$ cat config.mk
export PLATFORM = sky130hd
export DESIGN_NAME = raptor64_bht_ctrl_flat
export DESIGN_NICKNAME = d
export VERILOG_FILES = /design/src/rtl/raptor64_bht_ctrl_if.sv /design/src/rtl/raptor64_bht_ctrl.sv /design/src/flat_wrapper.sv
export SDC_FILE = /design/constraint.sdc
export NUM_CORES = 1
export LEC_CHECK = 0
export ABC_AREA = 1
export BUFFER_PORTS_ARGS = -buffer_cell sky130_fd_sc_hd__clkbuf_2
export CAP_MARGIN = 20
export CORE_MARGIN = 2
export CORE_UTILIZATION = 35
export CTS_CLUSTER_DIAMETER = 60
export DETAILED_ROUTE_END_ITERATION = 8
export PLACE_DENSITY_LB_ADDON = 0.08
export SETUP_SLACK_MARGIN = 0.1
export SYNTH_ARGS = -nofsm -noshare
export SYNTH_HDL_FRONTEND = slang
export SYNTH_SLANG_ARGS = --single-unit
$ cat constraint.sdc
create_clock -name clk -period 2.12 [get_ports clk]
set_clock_uncertainty 0.15 [all_clocks]
set_input_delay 0.106 -clock clk [delete_from_list [all_inputs] [get_ports clk]]
set_output_delay 0.106 -clock clk [all_outputs]
set_load 0.01 [all_outputs]
$ cat src/rtl/raptor64_bht_ctrl_if.sv
// Purpose: bundles the BHT controller's update, flush, table-port and status signals.
// Latency: none (wires only); the controller drives table writes combinationally.
// Backpressure: none; updates arriving during a clear are dropped by the controller.
//
// Port summary:
//   flush_req               request a full-table clear
//   upd_valid/addr/bits     EX-stage counter update
//   bht_ra / bht_rd         aging read port (combinational read data)
//   bht_we / bht_wa / bht_wd  single table write port
//   busy / predict_en / hist_clr  clear status toward the IF stage
interface raptor64_bht_ctrl_if #(
    parameter int unsigned ENTRIES_LOG2 = 8
);
    logic                    flush_req;
    logic                    upd_valid;
    logic [ENTRIES_LOG2-1:0] upd_addr;
    logic [1:0]              upd_bits;
    logic [ENTRIES_LOG2-1:0] bht_ra;
    logic [1:0]              bht_rd;
    logic                    bht_we;
    logic [ENTRIES_LOG2-1:0] bht_wa;
    logic [1:0]              bht_wd;
    logic                    busy;
    logic                    predict_en;
    logic                    hist_clr;

    // Controller side: owns the table write port and the status outputs.
    modport master (
        input  flush_req,
        input  upd_valid,
        input  upd_addr,
        input  upd_bits,
        input  bht_rd,
        output bht_ra,
        output bht_we,
        output bht_wa,
        output bht_wd,
        output busy,
        output predict_en,
        output hist_clr
    );

    // Pipeline/table side: issues updates and flushes, serves the aging read.
    modport slave (
        output flush_req,
        output upd_valid,
        output upd_addr,
        output upd_bits,
        output bht_rd,
        input  bht_ra,
        input  bht_we,
        input  bht_wa,
        input  bht_wd,
        input  busy,
        input  predict_en,
        input  hist_clr
    );
endinterface

$ cat src/rtl/raptor64_bht_ctrl.sv
// Purpose: sole writer of the 2-bit BHT: clear sweep, EX updates, background aging.
// Latency: writes are combinational from state/inputs (0 cycles); clear takes 2^ENTRIES_LOG2 cycles.
// Backpressure: none; updates during a clear are dropped, aging waits for a free write port.
//
// Ports: clk, rst (synchronous, active-high), bus (raptor64_bht_ctrl_if.master).
// Counter encoding: 0 strong taken, 1 weak taken, 2 strong not-taken, 3 weak not-taken.
module raptor64_bht_ctrl #(
    parameter int unsigned ENTRIES_LOG2 = 8,
    parameter logic [1:0]  INIT_VAL     = 2'd3,
    parameter logic [15:0] AGE_PERIOD   = 16'd1024
) (
    input  logic                       clk,
    input  logic                       rst,
    raptor64_bht_ctrl_if.master        bus
);

    typedef enum logic {
        ST_CLEAR = 1'b0,
        ST_IDLE  = 1'b1
    } state_t;

    localparam logic [ENTRIES_LOG2-1:0] LAST_ADDR  = '1;
    localparam logic [ENTRIES_LOG2-1:0] ADDR_ONE   = {{(ENTRIES_LOG2-1){1'b0}}, 1'b1};
    localparam bit                      AGE_ENABLE = (AGE_PERIOD != 16'd0);
    localparam logic [15:0]             AGE_LAST   = AGE_PERIOD - 16'd1;

    state_t                  state, state_nxt;
    logic [ENTRIES_LOG2-1:0] clr_addr, clr_addr_nxt;
    logic [ENTRIES_LOG2-1:0] age_ptr, age_ptr_nxt;
    logic [15:0]             age_cnt, age_cnt_nxt;
    logic                    age_pending, age_pending_nxt;

    logic                    age_expire;
    logic [1:0]              aged_bits;
    logic                    we;
    logic [ENTRIES_LOG2-1:0] wa;
    logic [1:0]              wd;
    logic                    busy;

    // A period boundary only exists while aging is enabled and we are idle.
    assign age_expire = AGE_ENABLE && (state == ST_IDLE) && (age_cnt == AGE_LAST);

    // Strong states relax to their weak neighbour; weak states are rewritten as-is.
    always_comb begin
        aged_bits = bus.bht_rd;
        if (bus.bht_rd == 2'd0) begin
            aged_bits = 2'd1;
        end else if (bus.bht_rd == 2'd2) begin
            aged_bits = 2'd3;
        end
    end

    always_ff @(posedge clk) begin
        if (rst) begin
            state <= ST_CLEAR;
        end else begin
            state <= state_nxt;
        end
    end

    always_comb begin
        state_nxt       = state;
        clr_addr_nxt    = clr_addr;
        age_ptr_nxt     = age_ptr;
        age_cnt_nxt     = age_cnt;
        age_pending_nxt = age_pending;
        we              = 1'b0;
        wa              = clr_addr;
        wd              = INIT_VAL;
        busy            = 1'b1;

        case (state)
            ST_CLEAR: begin
                we              = 1'b1;
                wa              = clr_addr;
                wd              = INIT_VAL;
                age_cnt_nxt     = 16'd0;
                age_pending_nxt = 1'b0;
                if (bus.flush_req) begin
                    clr_addr_nxt = '0;
                end else if (clr_addr == LAST_ADDR) begin
                    clr_addr_nxt = '0;
                    state_nxt    = ST_IDLE;
                end else begin
                    clr_addr_nxt = clr_addr + ADDR_ONE;
                end
            end

            ST_IDLE: begin
                busy = 1'b0;
                if (!AGE_ENABLE || age_expire) begin
                    age_cnt_nxt = 16'd0;
                end else begin
                    age_cnt_nxt = age_cnt + 16'd1;
                end

                if (bus.flush_req) begin
                    // The request cycle itself writes nothing.
                    state_nxt       = ST_CLEAR;
                    clr_addr_nxt    = '0;
                    age_cnt_nxt     = 16'd0;
                    age_pending_nxt = 1'b0;
                end else if (bus.upd_valid) begin
                    we = 1'b1;
                    wa = bus.upd_addr;
                    wd = bus.upd_bits;
                    // An expiry that loses arbitration is remembered; repeats collapse.
                    age_pending_nxt = age_pending | age_expire;
                end else if (age_pending || age_expire) begin
                    we              = 1'b1;
                    wa              = age_ptr;
                    wd              = aged_bits;
                    age_ptr_nxt     = age_ptr + ADDR_ONE;
                    age_pending_nxt = 1'b0;
                end
            end

            default: begin
                state_nxt = ST_CLEAR;
            end
        endcase

        // Reset cycle looks like a clear in progress but must not write.
        if (rst) begin
            we   = 1'b0;
            busy = 1'b1;
        end
    end

    always_ff @(posedge clk) begin
        if (rst) begin
            clr_addr    <= '0;
            age_ptr     <= '0;
            age_cnt     <= 16'd0;
            age_pending <= 1'b0;
        end else begin
            clr_addr    <= clr_addr_nxt;
            age_ptr     <= age_ptr_nxt;
            age_cnt     <= age_cnt_nxt;
            age_pending <= age_pending_nxt;
        end
    end

    assign bus.bht_ra     = age_ptr;
    assign bus.bht_we     = we;
    assign bus.bht_wa     = wa;
    assign bus.bht_wd     = wd;
    assign bus.busy       = busy;
    assign bus.hist_clr   = busy;
    assign bus.predict_en = ~busy;

endmodule

$ cat src/flat_wrapper.sv
// flat-port wrapper written by rule: the top's interface ports become plain ports
module raptor64_bht_ctrl_flat 
#(
    parameter int unsigned ENTRIES_LOG2 = 8,
    parameter logic [1:0]  INIT_VAL     = 2'd3,
    parameter logic [15:0] AGE_PERIOD   = 16'd1024
)
  (clk, rst, bus_flush_req, bus_upd_valid, bus_upd_addr, bus_upd_bits, bus_bht_rd, bus_bht_ra, bus_bht_we, bus_bht_wa, bus_bht_wd, bus_busy, bus_predict_en, bus_hist_clr);
  raptor64_bht_ctrl_if #(.ENTRIES_LOG2(ENTRIES_LOG2)) bus_i ();
  input  logic clk;
  input  logic rst;
  input wire logic [$bits(bus_i.flush_req)-1:0] bus_flush_req;
  input wire logic [$bits(bus_i.upd_valid)-1:0] bus_upd_valid;
  input wire logic [$bits(bus_i.upd_addr)-1:0] bus_upd_addr;
  input wire logic [$bits(bus_i.upd_bits)-1:0] bus_upd_bits;
  input wire logic [$bits(bus_i.bht_rd)-1:0] bus_bht_rd;
  output wire logic [$bits(bus_i.bht_ra)-1:0] bus_bht_ra;
  output wire logic [$bits(bus_i.bht_we)-1:0] bus_bht_we;
  output wire logic [$bits(bus_i.bht_wa)-1:0] bus_bht_wa;
  output wire logic [$bits(bus_i.bht_wd)-1:0] bus_bht_wd;
  output wire logic [$bits(bus_i.busy)-1:0] bus_busy;
  output wire logic [$bits(bus_i.predict_en)-1:0] bus_predict_en;
  output wire logic [$bits(bus_i.hist_clr)-1:0] bus_hist_clr;
  assign bus_i.flush_req = bus_flush_req;
  assign bus_i.upd_valid = bus_upd_valid;
  assign bus_i.upd_addr = bus_upd_addr;
  assign bus_i.upd_bits = bus_upd_bits;
  assign bus_i.bht_rd = bus_bht_rd;
  assign bus_bht_ra = bus_i.bht_ra;
  assign bus_bht_we = bus_i.bht_we;
  assign bus_bht_wa = bus_i.bht_wa;
  assign bus_bht_wd = bus_i.bht_wd;
  assign bus_busy = bus_i.busy;
  assign bus_predict_en = bus_i.predict_en;
  assign bus_hist_clr = bus_i.hist_clr;
  raptor64_bht_ctrl #(.ENTRIES_LOG2(ENTRIES_LOG2), .INIT_VAL(INIT_VAL), .AGE_PERIOD(AGE_PERIOD)) u_core (.clk(clk), .rst(rst), .bus(bus_i));
endmodule
* Word-level counts from Yosys, hierarchy flattened
Cells that the tools add are included.
Storage, ports and cells: bits of input ports 16, word-level logic and storage cells 54, register bits after elaboration 34, output and inout bits 22
Operators by class: equality and inequality tests 5, add/sub/neg operators 3, multiplexer cells 32, bitwise operators 5, reductions and logical operators 4
Operator list (number):
- 8-bit two-way mux | 6
- 16-bit two-way mux | 2
- 16-bit one-hot mux with 2 select lines | 1
- 8-bit one-hot mux with 2 select lines | 2
- 16-bit by 1-bit adder with 16-bit output, second input constant | 1
- 8-bit by 1-bit adder with 8-bit output, second input constant | 2
- 16-bit by 10-bit == test with 1-bit output, second input constant | 1
- 1-bit two-way mux | 12
- 2-bit two-way mux | 5
- 8-bit == test, second input constant | 1
- 1-bit one-hot mux with 2 select lines | 3
- 4-bit != test, second input constant | 1
- 1-bit NOT | 4
- 2-bit one-hot mux with 2 select lines | 1
- 4-bit AND reduction | 1
- 2-bit == test, second input constant | 1
- 2-bit zero test | 1
- 2-bit != test, second input constant | 1
- 1-bit logical AND | 1
- 1-bit logical OR | 1
- 1-bit OR | 1

* Depth between registers and ports, before layout
Gate-level depths: netlist of run 1.
depth in word-level cells 8, mapped depth 11, depth with buffers taken out 11

* Worst setup path before layout of run 1
Ideal clock, no wire load.
path type reg-to-output, start reg u_core.age_cnt[0], end out bus_bht_we, setup slack 0.495 ns, buffers on the path 0, arrival 1.369 ns, cell stages (with the launch flop) 12, data required time 1.864 ns, path through dfxtp_1 -> ha_1 -> nand2_1 -> nor2_2 -> nand2_2 -> clkinv_2 -> nand2_4 -> nand2_8 -> inv_2 -> nand2_1 -> nand2_1 -> o21ai_0
Between the ends: longest elaborated chain between the ends 8
RTL lines:
- from (decl) | RTL line raptor64_bht_ctrl.sv:30 | logic [15:0] age_cnt, age_cnt_nxt;
- from (signal assigned) | RTL line raptor64_bht_ctrl.sv:139 | age_cnt <= age_cnt_nxt;
- 16-bit by 10-bit == test with 1-bit output | RTL line raptor64_bht_ctrl.sv:41 | assign age_expire = AGE_ENABLE && (state == ST_IDLE) && (age_cnt == AGE_LAST);
- 1-bit logical AND | RTL line raptor64_bht_ctrl.sv:41
- 1-bit logical OR | RTL line raptor64_bht_ctrl.sv:109 | end else if (age_pending || age_expire) begin
- 1-bit two-way mux | RTL line raptor64_bht_ctrl.sv:109
- 1-bit two-way mux | RTL line raptor64_bht_ctrl.sv:103 | end else if (bus.upd_valid) begin
- 1-bit two-way mux | RTL line raptor64_bht_ctrl.sv:97 | if (bus.flush_req) begin
- 1-bit one-hot mux with 2 select lines | RTL line raptor64_bht_ctrl.sv:72 | case (state)
- 1-bit two-way mux | RTL line raptor64_bht_ctrl.sv:124 | if (rst) begin
- to (decl) | RTL line flat_wrapper.sv:18 | output wire logic [$bits(bus_i.bht_we)-1:0] bus_bht_we;
No other way between the ends.

* Worst setup path in the final report of run 1
start reg u_core.age_cnt[1], end out bus_bht_we
The elaborated chain is that of the path after synthesis.

==> results_dict.tcl, run 1 <==
set metrics [dict create \
    clock_insertion_delay_worst_skew_ps 290 \
    top_usage_layer "met2" \
    hp-start "bus_flush_req" \
    critical_path.max_fanout 10 \
    grt_start_max_net_pins 21 \
    worstMarginPinSlew_ps 331.1 \
    drc_errors 0 \
    initial_utilization 0.3571 \
    worst_ep_arrival_time_ps 1680 \
    commonest_non_fill_non_tap_cell_in_the_layout "sky130_fd_sc_hd__nand2_1" \
    netlist.area_leader.share 0.3257 \
    drtAntennaViolNets 0 \
    vias 2143 \
    syn_nets 345 \
    synth_area_per_cell_um2 6.410 \
    io_pins 38 \
    synth.area.top_cells "sky130_fd_sc_hd__dfxtp_1 33%, sky130_fd_sc_hd__nand2_1 14%, sky130_fd_sc_hd__inv_1 9.2%" \
    endpoint_kind "output port" \
    max-slew-margin-rel 0.7790 \
    synth_edf_count 0 \
    fp.dieArea_um2 6604 \
    area_delta_synth_final_pct 30.18 \
    detail_route.iter0.violations 48 \
    worst_slack_ps 185.7 \
    postSynthCellCount 326 \
    wl_mm 5.408 \
    r2r-end "u_core.age_cnt[14]" \
    insertedDiodeCount 0 \
    rrSetupSlack_ps 290 \
    minimum_setup_slack_after_placement_ps 177.9 \
    htreeDepth 2 \
    asyncSetResetFlopFracSynth 0 \
    tns_ps 0 \
    final_hold_violating_endpoints 0 \
    rows 28 \
    setup-violations-final 0 \
    number_of_cells_on_the_worst_reg_to_reg_path 12 \
    critical_path.startpoint_type "register" \
    highest_count_cells_in_the_layout_ignoring_fill_and_taps "71 x sky130_fd_sc_hd__nand2_1, 51 x sky130_fd_sc_hd__inv_1, 34 x sky130_fd_sc_hd__nand3_1, 32 x sky130_fd_sc_hd__clkbuf_2, 29 x sky130_fd_sc_hd__dfxtp_1" \
    use_met3 0.03000 \
    yosysWarningCount 0 \
    dpl.cell_count 433 \
    leakagePower_uw 0.001205 \
    final_max_slew_viol_count 0 \
    clock_power_frac 0.401 \
    finalWeightedCongestion 0.7909 \
    globalRouteTotalUtil 0.1728 \
    cts_tree "done" \
    die_width_um 81.27 \
    vdd_ir_drop_max_mv 0.2283 \
    clock_sinks 34 \
    grt_pass1_wl_mm 8.838 \
    clkSlewWorstSetupHoldPaths_ps 70 \
    worstHoldEndpoint "u_core.clr_addr[1]" \
    regToRegStartpoint "u_core.age_cnt[1]" \
    syn_std_cell_area_um2 2090 \
    postSynth.topFlopCell "sky130_fd_sc_hd__dfxtp_1" \
    global_route.usage.met1 0.2217 \
    cts_root_buffer "sky130_fd_sc_hd__clkbuf_8" \
    rsz0062_at_grt "no" \
    fmax_mhz 517.0 \
    die_y_um 81.27 \
    gr_met2_demand_resource 0.2893 \
    first_global_vias 1940 \
    grt.overflow.total 0 \
    outcome "complete, no violations" \
    post-route-period-util 0.9124 \
    yosys_register_bits 34 \
    layout-drive-gt1-share 0.2611 \
    totalPowerFinal_uw 1162 \
    total_switching_power_uw 279.7 \
    finalNetCount 402 \
    core_region_area_um2 5851 \
    seq_power_share 0.552 \
    cts-buffers-inserted 5 \
    wirelength_per_cell_um 11.81 \
    synth_sequential_area_ratio 0.3257 \
    min-delay-path-class "input pin to register" \
    min_clock_period_post_route_ps 1934 \
    cp_data_required_time_ps 1860 \
    drt-vias-per-instance 4.679 \
    cts-root-to-sink-buffers 2 \
    power_per_cell_area_nw_per_um2 427.2 \
    synth.largest_area_cell "sky130_fd_sc_hd__dfxtp_1" \
    share_comb_of_total_power 0.047 \
    dp_hpwl_mm 3.749 \
    synth_cell_type_count 33 \
    worstSetupPathType "register to output port" \
    share_of_the_core_filled_with_cells_in_the_final_layout 0.4649 \
    first_pass_iters 4 \
    power_switching_share 0.2407 \
    internal-power_uw 882.4 \
    finish.cell_count_without_fillers 458 \
    io_buffer_count 36 \
    timing.hold.worst_path_depth 4 \
    cap_violations 0 \
    antenna_found_initial 0 \
]
metal layers:
metal  vias to the layer above  part of all wire
li1                       1148                 -
met1                       953              0.48
met2                        33              0.47
met3                         9             0.031
met4                         0             0.018
met5                         -                 0
registers in the layout, indices dropped and copies added, names as in the netlist:
name,flops
u_core.bus.bht_ra,8
u_core.age_pending,1
u_core.clr_addr,8
u_core.state,1
u_core.age_cnt,16
worst max path at each step:
stage / from / to / slack, ps
after floorplan: u_core.age_cnt[0] / bus_bht_we / 500
after global placement: u_core.age_cnt[0] / bus_bht_we / 220
after detailed placement: u_core.age_cnt[0] / bus_bht_we / 180
after CTS: u_core.age_cnt[9] / bus_bht_we / 100
after global routing: u_core.age_cnt[1] / bus_bht_wa[4] / 100
final: u_core.age_cnt[1] / bus_bht_we / 190
critical path, stage by stage, from the launching register on:
cell                       delay (ps)
sky130_fd_sc_hd__dfxtp_2          350
sky130_fd_sc_hd__ha_4             150
sky130_fd_sc_hd__nand2_4           60
sky130_fd_sc_hd__nor2_4           110
sky130_fd_sc_hd__nand2_4           70
sky130_fd_sc_hd__clkinv_4          60
sky130_fd_sc_hd__nand2_8           60
sky130_fd_sc_hd__nand2_8          110
sky130_fd_sc_hd__inv_8             50
sky130_fd_sc_hd__nand2_2           50
sky130_fd_sc_hd__nand2_1           50
sky130_fd_sc_hd__o21ai_1           90
sky130_fd_sc_hd__buf_2            150
cell type report:
type / count / area [µm²]
clock inverters: 2 / 10.01
flip-flops and latches: 34 / 691.9
repair buffers: 58 / 367.9
well taps: 75 / 93.84
clock buffers: 5 / 68.82
multi-input cells: 228 / 1262
fillers: 618 / 3131
inverters: 56 / 225.2
through the flow:
stage | cell area, µm² | hold WS (ps)
4_1_cts | 2556 | 38.84
5_1_grt | 2720 | 70.86
6_report | 2720 | 39.53
3_5_place_dp | 2350 | 287.6
3_3_place_gp | 2350 | 285.2
2_1_floorplan | 2090 | 159.9
kinds of logic (layout without fill, tap and decap cells):
kind of cell	Yosys count	in the layout	share of synthesized area
compound gates	35	35	0.08922
xor+xnor	9	9	0.03773
fa+ha+maj	3	3	0.01797
buf+inv	65	121	0.1257
flops	34	34	0.3257
simple gates	180	181	0.4036
power by group through the flow:
stage          combinational (µW)  clock, µW  sequential (µW)
2_1_floorplan                26.1          0              658
3_3_place_gp                 52.3          0              658
3_5_place_dp                 52.2          0              658
4_1_cts                      54.2        482              643
5_1_grt                      62.8        512              641
6_report                     54.7        466              641
cells in the mapped netlist (3+ instances only):
library cell,n
sky130_fd_sc_hd__xor2_1,8
sky130_fd_sc_hd__nor2_2,3
sky130_fd_sc_hd__nor2_1,28
sky130_fd_sc_hd__nand2_1,76
sky130_fd_sc_hd__inv_2,4
sky130_fd_sc_hd__dfxtp_1,34
sky130_fd_sc_hd__or2_2,3
sky130_fd_sc_hd__nor3_1,12
sky130_fd_sc_hd__a21oi_1,17
sky130_fd_sc_hd__ha_1,3
sky130_fd_sc_hd__nand4_1,8
sky130_fd_sc_hd__clkbuf_1,4
sky130_fd_sc_hd__nand3_1,38
sky130_fd_sc_hd__inv_1,51
sky130_fd_sc_hd__o21ai_0,13
repair_timing:
| action | CTS | global route |
|---|---|---|
| hold buffers | 1 | 0 |
| gates resized for setup | 13 | 28 |
| cloned | 1 | 0 |
| endpoints found under the hold margin | 2 | 0 |
| buffers inserted | 7 | 9 |
| pin swaps | 5 | 8 |
| endpoints found under the setup margin | 11 | 18 |
(Power assumes the default switching activity.)
==> inputs of run 2 (changes only) <==
CORE_ASPECT_RATIO = 2   (was unset)
==> results_dict.tcl, run 2 (synthesis results as in run 1) <==
set metrics [dict create \
    io_buffer_count 36 \
    wirelength_per_cell_um 12.98 \
    grt.overflow.total 0 \
    cp_num_buf_inv 3 \
    vias 2176 \
    worst_ep_arrival_time_ps 1650 \
    first_pass_iters 6 \
    cts_tree "done" \
    timing.hold.worst_path_depth 3 \
    total_switching_power_uw 317.8 \
    seq_power_share 0.426 \
    rrSetupSlack_ps 340 \
    max-slew-margin-rel 0.7545 \
    cts_root_buffer "sky130_fd_sc_hd__clkbuf_16" \
    initial_utilization 0.3629 \
    dpl.cell_count 419 \
    area_delta_synth_final_pct 27.55 \
    drc_errors 1 \
    layout-drive-gt1-share 0.2427 \
    regToRegStartpoint "u_core.age_cnt[0]" \
    fp.dieArea_um2 6642 \
    dp_hpwl_mm 4.227 \
    worstSetupPathDepth 12 \
    core_region_area_um2 5758 \
    setup-violations-final 0 \
    max_stage_delay_ps 330 \
    commonest_non_fill_non_tap_cell_in_the_layout "sky130_fd_sc_hd__nand2_1" \
    cp_data_required_time_ps 1860 \
    post-route-period-util 0.9002 \
    largest-register "u_core.age_cnt" \
    hp-start "rst" \
    fmax_mhz 524.0 \
    htreeDepth 2 \
    violations "design-rule violations" \
    insertedDiodeCount 0 \
    io_pins 38 \
    endpoint_kind "output port" \
    drt-vias-per-instance 4.945 \
    totalPowerFinal_uw 1514 \
    drtAntennaViolNets 0 \
    finalNetCount 397 \
    min-delay-path-class "input pin to register" \
    worstMarginPinSlew_ps 366.3 \
    die_width_um 58.64 \
    final_hold_violating_endpoints 0 \
    rsz0062_at_grt "yes" \
    largest_register_ff_count 16 \
    min_clock_period_post_route_ps 1908 \
    timing.critical_path.cells "ha_4 -> nand2_4 -> nor2_4 -> nand2_2 -> clkinv_4 -> nand2_4 -> nand2_8 -> buf_6 -> nand2_1 -> nand3_1 -> nand2_1 -> clkbuf_2" \
    power_switching_share 0.2099 \
    clock_power_frac 0.538 \
    holdBufCountCts 0 \
    finish.cell_count_without_fillers 440 \
    wl_mm 5.710 \
    antenna_found_initial 0 \
    detail_route.iter0.violations 75 \
    rows 39 \
    die_y_um 113.3 \
    share_comb_of_total_power 0.037 \
    worstSetupPathType "register to output port" \
    globalRouteTotalUtil 0.1873 \
    final_max_slew_viol_count 0 \
    clock_insertion_delay_worst_skew_ps 280 \
    first_global_vias 2108 \
    number_of_cells_on_the_worst_reg_to_reg_path 12 \
    grt_start_max_net_pins 21 \
    worst_setup_path_startpoint "u_core.age_cnt[0]" \
    vdd_ir_drop_max_mv 0.4746 \
    critical_path.startpoint_type "register" \
    clkSlewWorstSetupHoldPaths_ps 60 \
    clock_sinks 34 \
    layout.cell_area.non_filler_um2 2665 \
    grt_pass1_wl_mm 9.363 \
    share_of_the_core_filled_with_cells_in_the_final_layout 0.4628 \
    outcome "finished with violations" \
    critPathTopFamily "simple AND/OR/NAND/NOR gates" \
    cts-buffers-inserted 5 \
    cts-root-to-sink-buffers 2 \
    placed_cell_area_um2 2332 \
    internal-power_uw 1196 \
    highest_count_cells_in_the_layout_ignoring_fill_and_taps "73 x sky130_fd_sc_hd__nand2_1, 51 x sky130_fd_sc_hd__inv_1, 38 x sky130_fd_sc_hd__nand3_1, 33 x sky130_fd_sc_hd__clkbuf_2, 28 x sky130_fd_sc_hd__nor2_1" \
    slowest_stage "sky130_fd_sc_hd__dfxtp_2" \
    leakagePower_uw 0.001190 \
    finalWeightedCongestion 0.8769 \
    power_per_cell_area_nw_per_um2 568.0 \
    cap_violations 0 \
    tns_ps 0 \
    critical_path.max_fanout 6 \
]
run 2: per-stage QoR:
| stage | setup slack [ps] | hold slack, ps |
|---|---|---|
| detailed placement | 177.8 | 290.0 |
| global route | 100.6 | 95.18 |
| floorplan | 495.3 | 159.9 |
| CTS | 97.43 | 77.98 |
| global placement | 224.8 | 279.3 |
| finish | 211.6 | 77.38 |
run 2: timing repair:
item | in CTS | in global routing
resized for setup | 10 | 16
pin swaps | 5 | 3
setup buffers | 9 | 4
endpoints found under the hold margin | 0 | 0
setup endpoints to repair | 10 | 13
run 2: area by class of cell:
type | instances | area, µm²
clock buffers | 8 | 166.4
well taps | 61 | 76.32
repair buffers | 54 | 330.3
fillers | 639 | 3093
flip-flops and latches | 34 | 689.4
inverters | 56 | 217.7
multi-input cells | 227 | 1185
run 2: path summary, 6_finish.rpt:
check | end
setup / recovery | bus_bht_wa[3]
hold / removal | u_core.state
setup reg to reg | u_core.bus.bht_ra[3]
hold reg to reg | u_core.age_cnt[15]
run 2: metal layers:
| layer | vias up | part of all wire | track usage |
|---|---|---|---|
| li1 | 1135 | - | - |
| met1 | 973 | 0.38 | 0.1878 |
| met2 | 54 | 0.55 | 0.3363 |
| met3 | 14 | 0.031 | 0.03543 |
| met4 | 0 | 0.042 | 0.1197 |
| met5 | - | 0 | 0 |
run 2: power groups by stage:
stage	registers, µW	clock network (µW)	logic, µW
after floorplan	658	0	26.1
after global placement	658	0	53.8
after detailed placement	658	0	54.1
after CTS	644	834	55.2
after global routing	644	873	61.5
final	644	814	55.3
run 2: worst reg2reg max path: cells and delay by family, from the launching register on:
kind                       cells  cell delay [ps]
DFF                            1              330
buffers and inverters          3              330
AOI/OAI and AO/OA              1              130
and+or+nand+nor                7              620
adders and majority gates      1              160
